===== src/rtl/barrido_filas_pkg.sv =====
`default_nettype none
// ============================================================================
// Module   : barrido_filas_pkg
// Brief    : Shared panel geometry defaults and row-scan FSM state encoding.
// Revision : 1.0 - initial release
// ============================================================================
package barrido_filas_pkg;

    // Panel geometry shared with the enviaDatos and LATSTB stages
    localparam int c_def_row_bits = 4;
    localparam int c_def_n_rows   = 16;

    localparam int c_brillo_w = 8;

    typedef enum logic [2:0] {
        REPOSO   = 3'd0,
        APAGA    = 3'd1,
        CAMBIA   = 3'd2,
        ASENTA   = 3'd3,
        ENCIENDE = 3'd4
    } estado_t;

endpackage : barrido_filas_pkg
`default_nettype wire


===== src/rtl/barrido_filas_if.sv =====
`default_nettype none
// ============================================================================
// Module   : barrido_filas_if
// Brief    : LATSTB-side inputs and panel-side outputs of the row scanner.
// Revision : 1.0 - initial release
// ============================================================================
interface barrido_filas_if
    import barrido_filas_pkg::*;
#(
    parameter int ROW_BITS = c_def_row_bits
);

    logic                  lat;
    logic                  stb;
    logic [c_brillo_w-1:0] brillo;
    logic [ROW_BITS-1:0]   fila;
    logic                  oe_n;
    logic                  inicio_cuadro;
    logic                  overrun;

    modport master (
        output lat,
        output stb,
        output brillo,
        input  fila,
        input  oe_n,
        input  inicio_cuadro,
        input  overrun
    );

    modport slave (
        input  lat,
        input  stb,
        input  brillo,
        output fila,
        output oe_n,
        output inicio_cuadro,
        output overrun
    );

endinterface : barrido_filas_if
`default_nettype wire


===== src/rtl/barrido_filas_detecta_flanco.sv =====
`default_nettype none
// ============================================================================
// Module   : detecta_flanco
// Brief    : Rising-edge detector; the pulse is combinational from the input
//            and the previous-cycle sample, so it lands in the edge cycle.
// Revision : 1.0 - initial release
// ============================================================================
module detecta_flanco (
    input  wire logic clk,
    input  wire logic rst_n,
    input  wire logic i_d,
    output logic      o_rise
);

    logic r_d_q;

    always_ff @(posedge clk or negedge rst_n) begin
        if (!rst_n) begin
            r_d_q <= 1'b0;
        end else begin
            r_d_q <= i_d;
        end
    end

    assign o_rise = i_d & ~r_d_q;

endmodule : detecta_flanco
`default_nettype wire


===== src/rtl/barrido_filas.sv =====
`default_nettype none
// ============================================================================
// Module   : barrido_filas
// Brief    : Row-scan and output-enable controller: blanks on each latch,
//            steps the row, settles, then unblanks for a brightness on-time.
// Revision : 1.0 - initial release
// ============================================================================
module barrido_filas
    import barrido_filas_pkg::*;
#(
    parameter int ROW_BITS  = c_def_row_bits,
    parameter int N_ROWS    = c_def_n_rows,
    parameter int BLANK_CYC = 4,
    parameter int ON_SHIFT  = 2
) (
    input  wire logic      clk,
    input  wire logic      rst_n,
    barrido_filas_if.slave bus
);

    localparam int c_BC_W = (BLANK_CYC > 1) ? $clog2(BLANK_CYC) : 1;
    localparam int c_ON_W = c_brillo_w + ON_SHIFT;

    localparam logic [c_BC_W-1:0]   c_BLANK_LAST = c_BC_W'(BLANK_CYC - 1);
    localparam logic [ROW_BITS-1:0] c_LAST_ROW   = ROW_BITS'(N_ROWS - 1);
    localparam logic [c_ON_W-1:0]   c_ON_ONE     = c_ON_W'(1);

    estado_t             r_state;
    estado_t             w_state_nx;
    logic [c_BC_W-1:0]   r_blank_cnt;
    logic [c_BC_W-1:0]   w_blank_cnt_nx;
    logic [c_ON_W-1:0]   r_on_cnt;
    logic [c_ON_W-1:0]   w_on_cnt_nx;
    logic [c_ON_W-1:0]   w_on_time;
    logic [ROW_BITS-1:0] r_fila;
    logic [ROW_BITS-1:0] w_fila_nx;
    logic [ROW_BITS-1:0] w_fila_inc;
    logic                r_pending;
    logic                w_pending_nx;
    logic                r_overrun;
    logic                w_overrun_nx;
    logic                r_inicio;
    logic                w_inicio_nx;
    logic                r_oe_n;
    logic                w_lat_rise;
    logic                w_in_blank;

    detecta_flanco u_lat_flanco (
        .clk    (clk),
        .rst_n  (rst_n),
        .i_d    (bus.lat),
        .o_rise (w_lat_rise)
    );

    assign w_on_time  = c_ON_W'(bus.brillo) << ON_SHIFT;
    assign w_fila_inc = (r_fila == c_LAST_ROW) ? '0 : r_fila + 1'b1;
    assign w_in_blank = (r_state == APAGA) || (r_state == CAMBIA) || (r_state == ASENTA);

    always_comb begin
        w_state_nx     = r_state;
        w_blank_cnt_nx = r_blank_cnt;
        w_on_cnt_nx    = r_on_cnt;
        w_fila_nx      = r_fila;
        w_pending_nx   = r_pending;
        w_overrun_nx   = r_overrun;
        w_inicio_nx    = 1'b0;

        case (r_state)
            REPOSO: begin
                if (w_lat_rise || r_pending) begin
                    w_state_nx     = APAGA;
                    w_blank_cnt_nx = c_BLANK_LAST;
                    // A fresh edge arriving while a queued one is taken stays queued
                    w_pending_nx   = r_pending & w_lat_rise;
                end
            end
            APAGA: begin
                if (r_blank_cnt == '0) begin
                    w_state_nx = CAMBIA;
                end else begin
                    w_blank_cnt_nx = r_blank_cnt - 1'b1;
                end
            end
            CAMBIA: begin
                w_fila_nx      = w_fila_inc;
                w_inicio_nx    = (w_fila_inc == '0);
                w_blank_cnt_nx = c_BLANK_LAST;
                w_state_nx     = ASENTA;
            end
            ASENTA: begin
                if (r_blank_cnt == '0) begin
                    w_on_cnt_nx = w_on_time;
                    w_state_nx  = (w_on_time == '0) ? REPOSO : ENCIENDE;
                end else begin
                    w_blank_cnt_nx = r_blank_cnt - 1'b1;
                end
            end
            ENCIENDE: begin
                if (w_lat_rise) begin
                    w_state_nx     = APAGA;
                    w_blank_cnt_nx = c_BLANK_LAST;
                    w_on_cnt_nx    = '0;
                end else if (r_on_cnt <= c_ON_ONE) begin
                    w_state_nx  = REPOSO;
                    w_on_cnt_nx = '0;
                end else begin
                    w_on_cnt_nx = r_on_cnt - 1'b1;
                end
            end
            default: begin
                w_state_nx = REPOSO;
            end
        endcase

        // Only one edge can be queued during blanking; any further one is lost
        if (w_lat_rise && w_in_blank) begin
            if (r_pending) begin
                w_overrun_nx = 1'b1;
            end else begin
                w_pending_nx = 1'b1;
            end
        end
    end

    always_ff @(posedge clk or negedge rst_n) begin
        if (!rst_n) begin
            r_state     <= REPOSO;
            r_blank_cnt <= '0;
            r_on_cnt    <= '0;
            r_fila      <= c_LAST_ROW;
            r_pending   <= 1'b0;
            r_overrun   <= 1'b0;
            r_inicio    <= 1'b0;
            r_oe_n      <= 1'b1;
        end else begin
            r_state     <= w_state_nx;
            r_blank_cnt <= w_blank_cnt_nx;
            r_on_cnt    <= w_on_cnt_nx;
            r_fila      <= w_fila_nx;
            r_pending   <= w_pending_nx;
            r_overrun   <= w_overrun_nx;
            r_inicio    <= w_inicio_nx;
            // This flop is the STB sample: in ENCIENDE it holds ~STB of the previous cycle
            r_oe_n      <= ~((w_state_nx == ENCIENDE) & bus.stb);
        end
    end

    assign bus.fila          = r_fila;
    assign bus.oe_n          = r_oe_n;
    assign bus.inicio_cuadro = r_inicio;
    assign bus.overrun       = r_overrun;

endmodule : barrido_filas
`default_nettype wire


===== src/flat_wrapper.sv =====
// flat-port wrapper written by rule: the top's interface ports become plain ports
module barrido_filas_flat import barrido_filas_pkg::*;
#(
    parameter int ROW_BITS  = c_def_row_bits,
    parameter int N_ROWS    = c_def_n_rows,
    parameter int BLANK_CYC = 4,
    parameter int ON_SHIFT  = 2
)
  (clk, rst_n, bus_lat, bus_stb, bus_brillo, bus_fila, bus_oe_n, bus_inicio_cuadro, bus_overrun);
  barrido_filas_if #(.ROW_BITS(ROW_BITS)) bus_i ();
  input  wire logic clk;
  input  wire logic rst_n;
  input wire logic [$bits(bus_i.lat)-1:0] bus_lat;
  input wire logic [$bits(bus_i.stb)-1:0] bus_stb;
  input wire logic [$bits(bus_i.brillo)-1:0] bus_brillo;
  output wire logic [$bits(bus_i.fila)-1:0] bus_fila;
  output wire logic [$bits(bus_i.oe_n)-1:0] bus_oe_n;
  output wire logic [$bits(bus_i.inicio_cuadro)-1:0] bus_inicio_cuadro;
  output wire logic [$bits(bus_i.overrun)-1:0] bus_overrun;
  assign bus_i.lat = bus_lat;
  assign bus_i.stb = bus_stb;
  assign bus_i.brillo = bus_brillo;
  assign bus_fila = bus_i.fila;
  assign bus_oe_n = bus_i.oe_n;
  assign bus_inicio_cuadro = bus_i.inicio_cuadro;
  assign bus_overrun = bus_i.overrun;
  barrido_filas #(.ROW_BITS(ROW_BITS), .N_ROWS(N_ROWS), .BLANK_CYC(BLANK_CYC), .ON_SHIFT(ON_SHIFT)) u_core (.clk(clk), .rst_n(rst_n), .bus(bus_i));
endmodule

===== config.mk =====
export PLATFORM = sky130hd
export DESIGN_NAME = barrido_filas_flat
export DESIGN_NICKNAME = d
export VERILOG_FILES = /design/src/rtl/barrido_filas_pkg.sv /design/src/rtl/barrido_filas_if.sv /design/src/rtl/barrido_filas_detecta_flanco.sv /design/src/rtl/barrido_filas.sv /design/src/flat_wrapper.sv
export SDC_FILE = /design/constraint.sdc
export NUM_CORES = 1
export LEC_CHECK = 0
export ABC_CLOCK_PERIOD_IN_PS = 2009
export BUFFER_PORTS_ARGS = -buffer_cell sky130_fd_sc_hd__clkbuf_2
export CAP_MARGIN = 20
export CORE_MARGIN = 5
export CORE_UTILIZATION = 55
export CTS_CLUSTER_SIZE = 30
export DETAILED_ROUTE_END_ITERATION = 6
export GPL_TIMING_DRIVEN = 0
export HOLD_SLACK_MARGIN = 0.15
export PLACE_DENSITY = 0.88
export REMOVE_ABC_BUFFERS = 1
export SKIP_CTS_REPAIR_TIMING = 1
export SLEW_MARGIN = 5
export SYNTH_ARGS = -nofsm -noshare
export SYNTH_HDL_FRONTEND = slang
export SYNTH_SLANG_ARGS = --single-unit

===== constraint.sdc =====
create_clock -name clk -period 2.01 [get_ports clk]
set_input_delay 0.402 -clock clk [delete_from_list [all_inputs] [get_ports clk]]
set_output_delay 0.402 -clock clk [all_outputs]
set_load 0.01 [all_outputs]

### Yosys cells after proc, flatten, opt, wreduce, memory -nomap -nowiden

Cells that the tools add are included.

| storage, ports and cells | value |
|---|---|
| flip-flop bits (word level) | 24 |
| bits of input ports | 12 |
| output and inout bits | 7 |
| logic and storage cells | 63 |

| cells by class | value |
|---|---|
| add/sub/neg operators | 3 |
| $lt $le $gt $ge | 1 |
| equal/unequal tests | 10 |
| multiplexer cells | 21 |
| bitwise gates (word level) | 5 |
| reduce and logical (&&, ||, !) cells | 14 |

Operator list:

| operator | count |
|---|---|
| $mux W10 | 3 |
| $pmux W10 S2 | 1 |
| $mux W3 | 6 |
| $pmux W3 S5 | 1 |
| $le A10 B1 Y1 const B | 1 |
| $logic_not A10 Y1 | 1 |
| $sub A10 B1 Y10 const B | 1 |
| $pmux W2 S4 | 1 |
| $eq A3 B2 Y1 const B | 2 |
| $eq A3 B3 Y1 const B | 2 |
| $mux W2 | 3 |
| $mux W1 | 5 |
| $add A4 B1 Y4 const B | 1 |
| $eq A4 B4 Y1 const B | 1 |
| $logic_not A4 Y1 | 1 |
| $mux W4 | 1 |
| $ne A2 B1 Y1 const B | 2 |
| $ne A2 B2 Y1 const B | 2 |
| $reduce_and A2 Y1 | 2 |
| $reduce_and A4 Y1 | 1 |
| $reduce_bool A4 Y1 | 1 |
| $and A1 B1 Y1 | 3 |
| $eq A3 B1 Y1 const B | 1 |
| $logic_not A3 Y1 | 1 |
| 7 further kinds | 10 |

### Longest topological paths before layout

Gate-level depths: netlist of the first run.

| depth | value |
|---|---|
| depth after elaboration | 8 |
| depth in mapped cells | 7 |
| gate-level depth less buffers | 6 |

### By module

A second synthesis of the first run with hierarchy kept.

| second synthesis, totals | value |
|---|---|
| cells, all modules | 138 |
| area total of the unflattened synthesis | 1352.5 µm² |

By module, submodules not included:

| module | times used | cells an instance | area an instance (µm²) | sequential area each (µm²) |
|---|---|---|---|---|
| barrido_filas | 1 | 136 | 1313.8 | 581.8 |
| detecta_flanco | 1 | 2 | 38.8 | 25.0 |

### Worst setup path before layout of the first run

No wires, ideal clock.

| timing path | value |
|---|---|
| path kind | reg2reg |
| from | reg u_core.r_on_cnt[0] |
| to | reg u_core.r_on_cnt[4] |
| setup time | 70 ps |
| arrival time | 1627 ps |
| data required time | 1940 ps |
| slack | 313 ps |
| cell stages (with the launch flop) | 6 |
| buffers on the path | 0 |
| period minus slack after synthesis | 1697 ps |
| cells stage by stage | dfrtp_1 > inv_1 > ha_1 > or3b_2 > or4_1 > nand3_1 |

| on the way | value |
|---|---|
| cells in the longest elaborated chain, start to end | 4 |
| elaborated cells on any way between the ends | 5 |
| those cells by class | 1 x add/sub; 1 x order compare; 3 x mux |

RTL lines:

| what | line | text |
|---|---|---|
| start, declared | barrido_filas.sv:32 | `logic [c_ON_W-1:0] r_on_cnt;` |
| start signal, assigned | barrido_filas.sv:138 | `r_on_cnt <= w_on_cnt_nx;` |
| $sub A10 B1 Y10 / $le A10 B1 Y1 (equally long branches) | barrido_filas.sv:107, barrido_filas.sv:103 |  |
| $mux W10 (*) | barrido_filas.sv:103 | `end else if (r_on_cnt <= c_ON_ONE) begin` |
| $mux W10 (*) | barrido_filas.sv:99 | `if (w_lat_rise) begin` |
| $pmux W10 S2 (*) | barrido_filas.sv:68 | `case (r_state)` |

Every way passes the cells marked *; elsewhere a longest branch is shown, timed or not.
A chain may end at the register's enable or synchronous reset.

### Final worst setup path of the first run

Same ends and word-level chain as after synthesis.

==> flow_metrics.env, run 1 <==
export IMPL_run_status="finished, final reports clean"
export IMPL_synthFlopType="dfrtp_1"
export IMPL_seq_area_frac_synth=0.459
export IMPL_worst_slack_ps=154
export IMPL_leakagePower_uw=0.000624
export IMPL_route_met3_wl_um=199
export IMPL_wl_met1_um=1180
export IMPL_hpwl_um=2010
export IMPL_cp_slowest_cell="or3b_2"
export IMPL_rows=17
export IMPL_synth_edf_count=0
export IMPL_hold_class="primary input to flip-flop"
export IMPL_grt_pass1_wl_um=4770
export IMPL_ios=19
export IMPL_finalHoldViolations=0
export IMPL_ant_nets=0
export IMPL_antenna_found_initial=0
export IMPL_fp_dieArea_um2=3490
export IMPL_grt_pass1_vias=1076
export IMPL_vias=1148
export IMPL_cts_inserted_buffers=3
export IMPL_startpoint_type="flip-flop"
export IMPL_rsz0062_at_grt="false"
export IMPL_synth_avg_cell_area_um2=9.65
export IMPL_grt_max_degree=25
export IMPL_synth_top_cell_by_area="dfrtp_1"
export IMPL_place_area_um2=1420
export IMPL_finalSetupTns_ps=0
export IMPL_maxCapViolations=0
export IMPL_netlist_instances=137
export IMPL_crit_family="simple AND/OR/NAND/NOR gates"
export IMPL_nNetsFinal=172
export IMPL_crit_chain="inv_1 > ha_1 > or3b_2 > or4_1 > nand3_1"
export IMPL_setup_violations_final=0
export IMPL_finClkSkew_ps=4.06
export IMPL_tritoncts="yes"
export IMPL_final_layout_size_suffix_gt1_frac=0.214
export IMPL_ir_drop_mv=0.904
export IMPL_drtPass1Iterations=4
export IMPL_initial_core_util=0.587
export IMPL_wl_met2_um=1370
export IMPL_clock_sinks=24
export IMPL_root_buffer="clkbuf_4"
export IMPL_cts_max_level=1
export IMPL_cts_clk_slew_worst_paths_ps=140
export IMPL_pre_cts_slack_ps=199
export IMPL_synthDistinctLibCells=37
export IMPL_synth_area_leaders="dfrtp_1 36%, dfstp_2 9.9%, o21ai_0 6.1%"
export IMPL_drc=0
export IMPL_overflow=0
export IMPL_highest_layer="met4"
export IMPL_vias_per_cell=6.31
export IMPL_tightest_slew_ps=670
export IMPL_fp_coreArea_um2=2250
export IMPL_antenna_cells=0
export IMPL_crit_arrival_ps=2130
export IMPL_cp_required_ps=2280
export IMPL_cp_end_kind="flip-flop"
export IMPL_cts_buffer_depth=2
export IMPL_wire_per_inst_um=15.4
export IMPL_grt_usage=0.178
export IMPL_first_iter_violations=42
export IMPL_area_growth_pct=11.9
export IMPL_clkLatencyLatePin_ps=320
export IMPL_slowest_delay_ps=490
export IMPL_synth_area_um2=1320
export IMPL_power_density_nw_per_um2=1500
export IMPL_report_final_slew_viol_count=0
export IMPL_timing_critical_path_buf_inv=1
export IMPL_min_period_ps=1860
export IMPL_die_height_um=59.0
export IMPL_yosys_warnings=0
export IMPL_ys_ff_latch=24
export IMPL_finalWirelength_um=2810
export IMPL_globalplace_congestion=0.884
export IMPL_cp_max_fo=7
export IMPL_min_period_over_period=0.923
export IMPL_synth_top_area_share=0.360
export IMPL_crit_type="flip-flop to flip-flop"
export IMPL_finish_instance_area_um2=1480
export IMPL_async_flop_share=1.00
export IMPL_max_slew_margin=0.549
export IMPL_die_w_um=59.0
export IMPL_io_buffers=18
export IMPL_max_freq_mhz=539
## report_power, final
part / total (µW) / switching (µW) / internal (µW)
sequential: 969 / 280 / 689
clock: 359 / 158 / 202
combinational: 897 / 456 / 441
## registers in the layout (all words and copies together) (netlist names)
signal	cells
u_core.r_on_cnt	10
u_core.bus.fila	4
u_core.r_state	3
u_core.r_blank_cnt	2
u_core.bus.inicio_cuadro	1
u_core.bus.oe_n	1
u_core.bus.overrun	1
u_core.r_pending	1
u_core.u_lat_flanco.r_d_q	1
## stage by stage
stage	utilization	power [µW]	instances	hold slack [ps]
after floorplan	-	1600	131	106
after global placement	0.628	1790	177	421
after detailed placement	0.628	1860	177	435
after CTS	0.651	2220	181	68.8
after global routing	0.656	2430	182	178
final	0.656	2230	182	199
## cells in the final DEF (no fill, tap or decap), types with 2 or more instances in the layout
cell type,n
o21ai_0,16
nand3_1,6
dfrtp_1,19
nand3b_1,3
xor2_1,2
o211ai_1,2
a31oi_1,4
nor2_1,8
mux2_2,2
nor4_1,3
nand4b_1,2
ha_1,5
a22oi_1,6
nand2_1,9
xnor2_1,4
clkbuf_2,18
clkbuf_4,3
dfstp_2,5
nor3_1,3
inv_1,4
nand2b_1,2
or4_1,4
nor3b_1,4
a21oi_1,5
## logic make-up (layout without fill, tap and decap cells)
kind of cell | Yosys count | count (layout) | synth area share
AOI/OAI and AO/OA | 39 | 39 | 0.180
xor gates and xnor gates | 6 | 6 | 0.0397
adders and majority gates | 5 | 5 | 0.0473
buffers and inverters | 10 | 27 | 0.0359
DFF | 24 | 24 | 0.459
muxes | 2 | 2 | 0.0170
and+or+nand+nor | 51 | 51 | 0.221
## layout make-up
type / count / area, µm²
Timing Repair Buffer: 19 / 100
Inverter: 4 / 15.0
Clock inverter: 1 / 30.0
Fill cell: 184 / 774
Clock buffer: 3 / 22.5
Sequential cell: 24 / 607
Tap cell: 28 / 35.0
Multi-Input combinational cell: 103 / 671
## per-layer routing
layer	vias up	global-route usage
li1	545	-
met1	543	0.238
met2	51	0.285
met3	9	0.0261
met4	0	0.0841
met5	-	0
## synthesized netlist by cell type (3+ instances only)
master    number
dfrtp_1       19
o21ai_0       16
nand2_1        9
nor2_1         9
a22oi_1        6
nand3_1        6
a21oi_1        5
dfstp_2        5
ha_1           5
a31oi_1        4
inv_1          4
nor3b_1        4
or4_1          4
xnor2_1        4
clkbuf_1       3
nand3b_1       3
nor3_1         3
nor4_1         3
## final timing paths
kind	start	to	slack, ps	depth (start not counted)
min reg2reg	u_core.r_blank_cnt[0]	u_core.r_blank_cnt[0]	490	1
max	u_core.r_on_cnt[0]	u_core.r_on_cnt[4]	150	5
max in group asynchronous	rst_n	u_core.r_on_cnt[8]	1030	2
min	bus_lat	u_core.u_lat_flanco.r_d_q	200	1
min in group asynchronous	rst_n	u_core.bus.inicio_cuadro	590	2
max reg2reg	u_core.r_on_cnt[0]	u_core.r_on_cnt[4]	150	5
(Power assumes the default switching activity.)
==> run 2, diff against run 1 <==
- ABC_CLOCK_PERIOD_IN_PS: 2009 -> 2300
- CORE_MARGIN: 5 -> 10
- clock period: 2.01 -> 2.3 ns (I/O delays scaled with it)
==> run 2 against run 1 <==
Net effect:
- count of clock-buffer cells in the layout up 1
- via count grew 0.44%
- critical endpoint unchanged
- non-clock buffer count stayed put
- power fell by 17%
==> flow_metrics.env, run 2 (synthesis gave the netlist of run 1 again) <==
export IMPL_max_freq_mhz=524
export IMPL_cts_clk_slew_worst_paths_ps=130
export IMPL_initial_core_util=0.587
export IMPL_run_status="finished, final reports clean"
export IMPL_wl_met1_um=1250
export IMPL_grt_max_degree=25
export IMPL_grt_usage=0.120
export IMPL_r2r_start="u_core.r_on_cnt[0]"
export IMPL_crit_arrival_ps=2170
export IMPL_hold_class="primary input to flip-flop"
export IMPL_area_growth_pct=9.74
export IMPL_finClkSkew_ps=8.50
export IMPL_r2r_end="u_core.r_on_cnt[4]"
export IMPL_hold_slack_ps=270
export IMPL_drtPass1Iterations=4
export IMPL_tightest_slew_ps=731
export IMPL_fp_dieArea_um2=4770
export IMPL_min_period_over_period=0.830
export IMPL_rsz0062_at_grt="false"
export IMPL_cp_max_fo=7
export IMPL_pre_cts_slack_ps=438
export IMPL_grt_pass1_wl_um=4970
export IMPL_power_density_nw_per_um2=1270
export IMPL_grt_pass1_vias=1131
export IMPL_startpoint_type="flip-flop"
export IMPL_io_buffers=18
export IMPL_seq_area_um2=607
export IMPL_globalplace_congestion=0.962
export IMPL_die_height_um=69.0
export IMPL_ir_drop_mv=0.740
export IMPL_wl_met2_um=1530
export IMPL_route_met3_wl_um=167
export IMPL_fp_coreArea_um2=2250
export IMPL_worst_r2r_cell_count=5
export IMPL_largest_reg_flops=10
export IMPL_report_final_slew_viol_count=0
export IMPL_cp_end_kind="flip-flop"
export IMPL_holdPathEnd="u_core.u_lat_flanco.r_d_q"
export IMPL_cts_buffer_depth=2
export IMPL_die_w_um=69.0
export IMPL_min_period_ps=1910
export IMPL_hp_start="bus_lat"
export IMPL_max_slew_margin=0.508
export IMPL_tritoncts="yes"
export IMPL_multi_input_area_um2=668
export IMPL_drc=0
export IMPL_antenna_found_initial=0
export IMPL_root_buffer="clkbuf_4"
export IMPL_vias_per_cell=6.34
export IMPL_worst_slack_ps=392
export IMPL_layout_common_cells="19 x dfrtp_1, 18 x clkbuf_2, 16 x o21ai_0"
export IMPL_ant_nets=0
export IMPL_vias=1153
export IMPL_cts_max_level=1
export IMPL_final_common_cell="dfrtp_1"
export IMPL_crit_type="flip-flop to flip-flop"
export IMPL_n_fill_cell=204
export IMPL_crit_start="u_core.r_on_cnt[0]"
export IMPL_clkLatencyLatePin_ps=320
export IMPL_hpwl_um=2270
export IMPL_setup_violations_final=0
export IMPL_maxCapViolations=0
export IMPL_r2r_slack_ps=390
export IMPL_rows=17
export IMPL_cp_required_ps=2560
export IMPL_cts_inserted_buffers=3
export IMPL_finalSetupTns_ps=0
export IMPL_finalWirelength_um=2990
export IMPL_regMostFlops="u_core.r_on_cnt"
export IMPL_clock_sinks=24
export IMPL_wire_per_inst_um=16.4
export IMPL_first_iter_violations=76
export IMPL_utilization=0.644
export IMPL_final_layout_size_suffix_gt1_frac=0.201
export IMPL_nNetsFinal=172
export IMPL_hold_depth=1
export IMPL_leakagePower_uw=0.000610
export IMPL_report_power_total_uw=1850
export IMPL_highest_layer="met4"
export IMPL_antenna_cells=0
export IMPL_overflow=0
export IMPL_finalHoldViolations=0
export IMPL_ios=19
## run 2: cell count changes in the layout (fill, tap and decap cells not counted)
cell / change
clkbuf_1: +1
nor2_1: +1
bufinv_16: -1
nor2_2: -1
## run 2: final cells by class
class | instances | share of cell area
multi-input combinational | 103 | 0.460
tap | 28 | 0.0241
timing repair buffer | 19 | 0.0690
inverter | 4 | 0.0103
clock buffer | 4 | 0.0181
sequential | 24 | 0.418
## run 2: report_power, final
| group | total (µW) | leakage (µW) | switching [µW] | internal (µW) |
|---|---|---|---|---|
| logic | 799 | 0.000313 | 416 | 382 |
| registers | 854 | 0.000282 | 251 | 602 |
| clock network | 194 | 0.0000150 | 126 | 67.9 |
## run 2: worst max path at each step
stage / end
after floorplan: u_core.r_on_cnt[4]
after global placement: u_core.r_on_cnt[6]
after detailed placement: u_core.r_on_cnt[6]
after CTS: u_core.r_on_cnt[4]
after global routing: u_core.r_on_cnt[8]
final: u_core.r_on_cnt[4]
## run 2: metrics by stage
stage | instances | instance area (µm²)
6_report | 182 | 1450
5_1_grt | 182 | 1450
4_1_cts | 181 | 1440
3_5_place_dp | 177 | 1420
3_3_place_gp | 177 | 1420
2_1_floorplan | 131 | 1290
## run 2: worst max-delay path, stage by stage, from the launching register on
cell	delay, ps
dfrtp_1	480
inv_1	90
ha_1	270
or3b_2	490
or4_1	430
nand3_1	90
## run 2: metal layers
| metal | up-vias | global-route usage |
|---|---|---|
| li1 | 542 | - |
| met1 | 553 | 0.136 |
| met2 | 50 | 0.202 |
| met3 | 8 | 0.0228 |
| met4 | 0 | 0.0687 |
| met5 | - | 0 |
==> run 3, diff against run 2 <==
- ABC_CLOCK_PERIOD_IN_PS: 2300 -> 1700
- CORE_UTILIZATION: 55 -> 50
- PLACE_DENSITY: 0.88 -> 0.85
- clock period: 2.3 -> 1.7 ns (I/O delays scaled with it)
==> run 3 against run 2 <==
Net effect:
- the flow now finishes with violations (setup timing)
- power rose by 57%
- highest routed layer unchanged
- critical endpoint is now u_core.r_on_cnt[7]
- sequential share of layout area shrank 3.8 points
- clock skew is 6.9 ps lower
- register-to-register slack lost 520 ps
- non-clock buffer count up 8
- design area up 11%
- critical path type unchanged
- die area rose by 7.1%
- wire length up 5.9%
- global-route usage decreased by 0.81 points
==> flow_metrics.env, run 3 (synthesis gave the netlist of run 1 again) <==
export IMPL_min_period_over_period=1.08
export IMPL_slowest_delay_ps=570
export IMPL_maxCapViolations=0
export IMPL_worst_slack_ps=-132
export IMPL_final_common_cell="clkbuf_2"
export IMPL_overflow=0
export IMPL_vias=1182
export IMPL_post_place_cells=179
export IMPL_rows=18
export IMPL_ir_drop_mv=1.28
export IMPL_cp_end_kind="flip-flop"
export IMPL_power_density_nw_per_um2=1790
export IMPL_layout_common_cells="18 x clkbuf_2, 16 x o21ai_0, 13 x dfrtp_1"
export IMPL_ios=19
export IMPL_grt_usage=0.112
export IMPL_globalplace_congestion=0.871
export IMPL_layout_cells_non_filler=192
export IMPL_rsz0062_at_grt="true"
export IMPL_cp_slowest_cell="or4_4"
export IMPL_ant_nets=0
export IMPL_drc=0
export IMPL_hold_class="primary input to flip-flop"
export IMPL_report_power_total_uw=2890
export IMPL_cts_buffer_depth=2
export IMPL_crit_path_frequent_cell="nand3_1"
export IMPL_finalHoldViolations=0
export IMPL_finish_instance_area_um2=1620
export IMPL_antenna_cells=0
export IMPL_io_buffers=18
export IMPL_wire_per_inst_um=16.5
export IMPL_crit_type="flip-flop to flip-flop"
export IMPL_root_buffer="clkbuf_4"
export IMPL_cp_max_fo=4
export IMPL_die_w_um=71.4
export IMPL_final_layout_size_suffix_gt1_frac=0.352
export IMPL_leakagePower_uw=0.000671
export IMPL_crit_arrival_ps=2050
export IMPL_drtPass1Iterations=4
export IMPL_run_status="finished with violations"
export IMPL_crit_chain="or4_4 > or4_1 > nand3_1 > nand3_1"
export IMPL_startpoint_type="flip-flop"
export IMPL_max_freq_mhz=546
export IMPL_largest_reg_flops=10
export IMPL_tightest_slew_ps=579
export IMPL_max_slew_margin=0.614
export IMPL_die_height_um=71.4
export IMPL_cts_max_level=1
export IMPL_regMostFlops="u_core.r_on_cnt"
export IMPL_first_iter_violations=87
export IMPL_antenna_found_initial=0
export IMPL_cts_inserted_buffers=3
export IMPL_vias_per_cell=6.16
export IMPL_grt_max_degree=25
export IMPL_setup_violations_final=8
export IMPL_area_growth_pct=22.1
export IMPL_tritoncts="yes"
export IMPL_violations="setup timing"
export IMPL_clkLatencyLatePin_ps=320
export IMPL_fp_coreArea_um2=2500
export IMPL_report_final_slew_viol_count=0
export IMPL_finClkSkew_ps=1.62
export IMPL_cts_clk_slew_worst_paths_ps=130
export IMPL_n_fill_cell=192
export IMPL_hpwl_um=2230
export IMPL_fp_dieArea_um2=5100
export IMPL_place_area_um2=1420
export IMPL_nNetsFinal=180
export IMPL_clock_sinks=24
export IMPL_cp_required_ps=1920
export IMPL_initial_core_util=0.529
export IMPL_grt_pass1_vias=1071
export IMPL_finalWirelength_um=3160
export IMPL_min_period_ps=1830
export IMPL_grt_pass1_wl_um=4790
run 3: cell count changes in the layout (fill, tap and decap cells not counted), sizes merged:
cell	delta
buf	+7
bufinv	+1
clkbuf	-1
dlygate4sd3	+1
run 3: worst paths after layout:
path                                           end          startpoint  slack [ps]  cells past startpoint
worst max-delay path            u_core.r_on_cnt[7]  u_core.r_on_cnt[2]        -130                      4
worst min-delay path               u_core.bus.oe_n             bus_stb         190                      2
worst max register to register  u_core.r_on_cnt[7]  u_core.r_on_cnt[2]        -130                      4
worst min register to register  u_core.bus.overrun  u_core.bus.overrun         480                      1
max in group asynchronous       u_core.r_on_cnt[3]               rst_n         770                      2
min in group asynchronous       u_core.bus.overrun               rst_n         520                      2
run 3: metal layers:
metal / global-route usage / part of all wire
met4: 0.0280 / 0.0085
met1: 0.118 / 0.38
met2: 0.200 / 0.54
met3: 0.0455 / 0.072
met5: 0 / 0
run 3: critical path: cells and delay by family (launching register included):
| family | cells | cell delay [ps] |
|---|---|---|
| flops | 1 | 460 |
| simple gates | 4 | 1270 |
run 3: layout make-up:
cell class,instances,area (µm²),area share
Clock buffer,3,22.5,0.0139
Timing Repair Buffer,27,166,0.103
Sequential cell,24,614,0.380
Clock inverter,1,30.0,0.0186
Multi-Input combinational cell,103,727,0.450
Inverter,4,17.5,0.0108
Tap cell,30,37.5,0.0232
run 3: where the power goes:
group	internal, µW	switching (µW)
clock network	239	177
registers	827	350
logic	677	625
total	1740	1150
run 3: stage by stage:
stage / setup slack [ps] / setup TNS (ps) / hold WS [ps] / util
floorplan: 3.30 / 0 / 44.4 / -
global placement: -82.7 / -410 / 361 / 0.567
detailed placement: -139 / -767 / 365 / 0.567
CTS: -160 / -1150 / -1.11 / 0.588
global route: -168 / -970 / 159 / 0.646
finish: -132 / -224 / 188 / 0.646
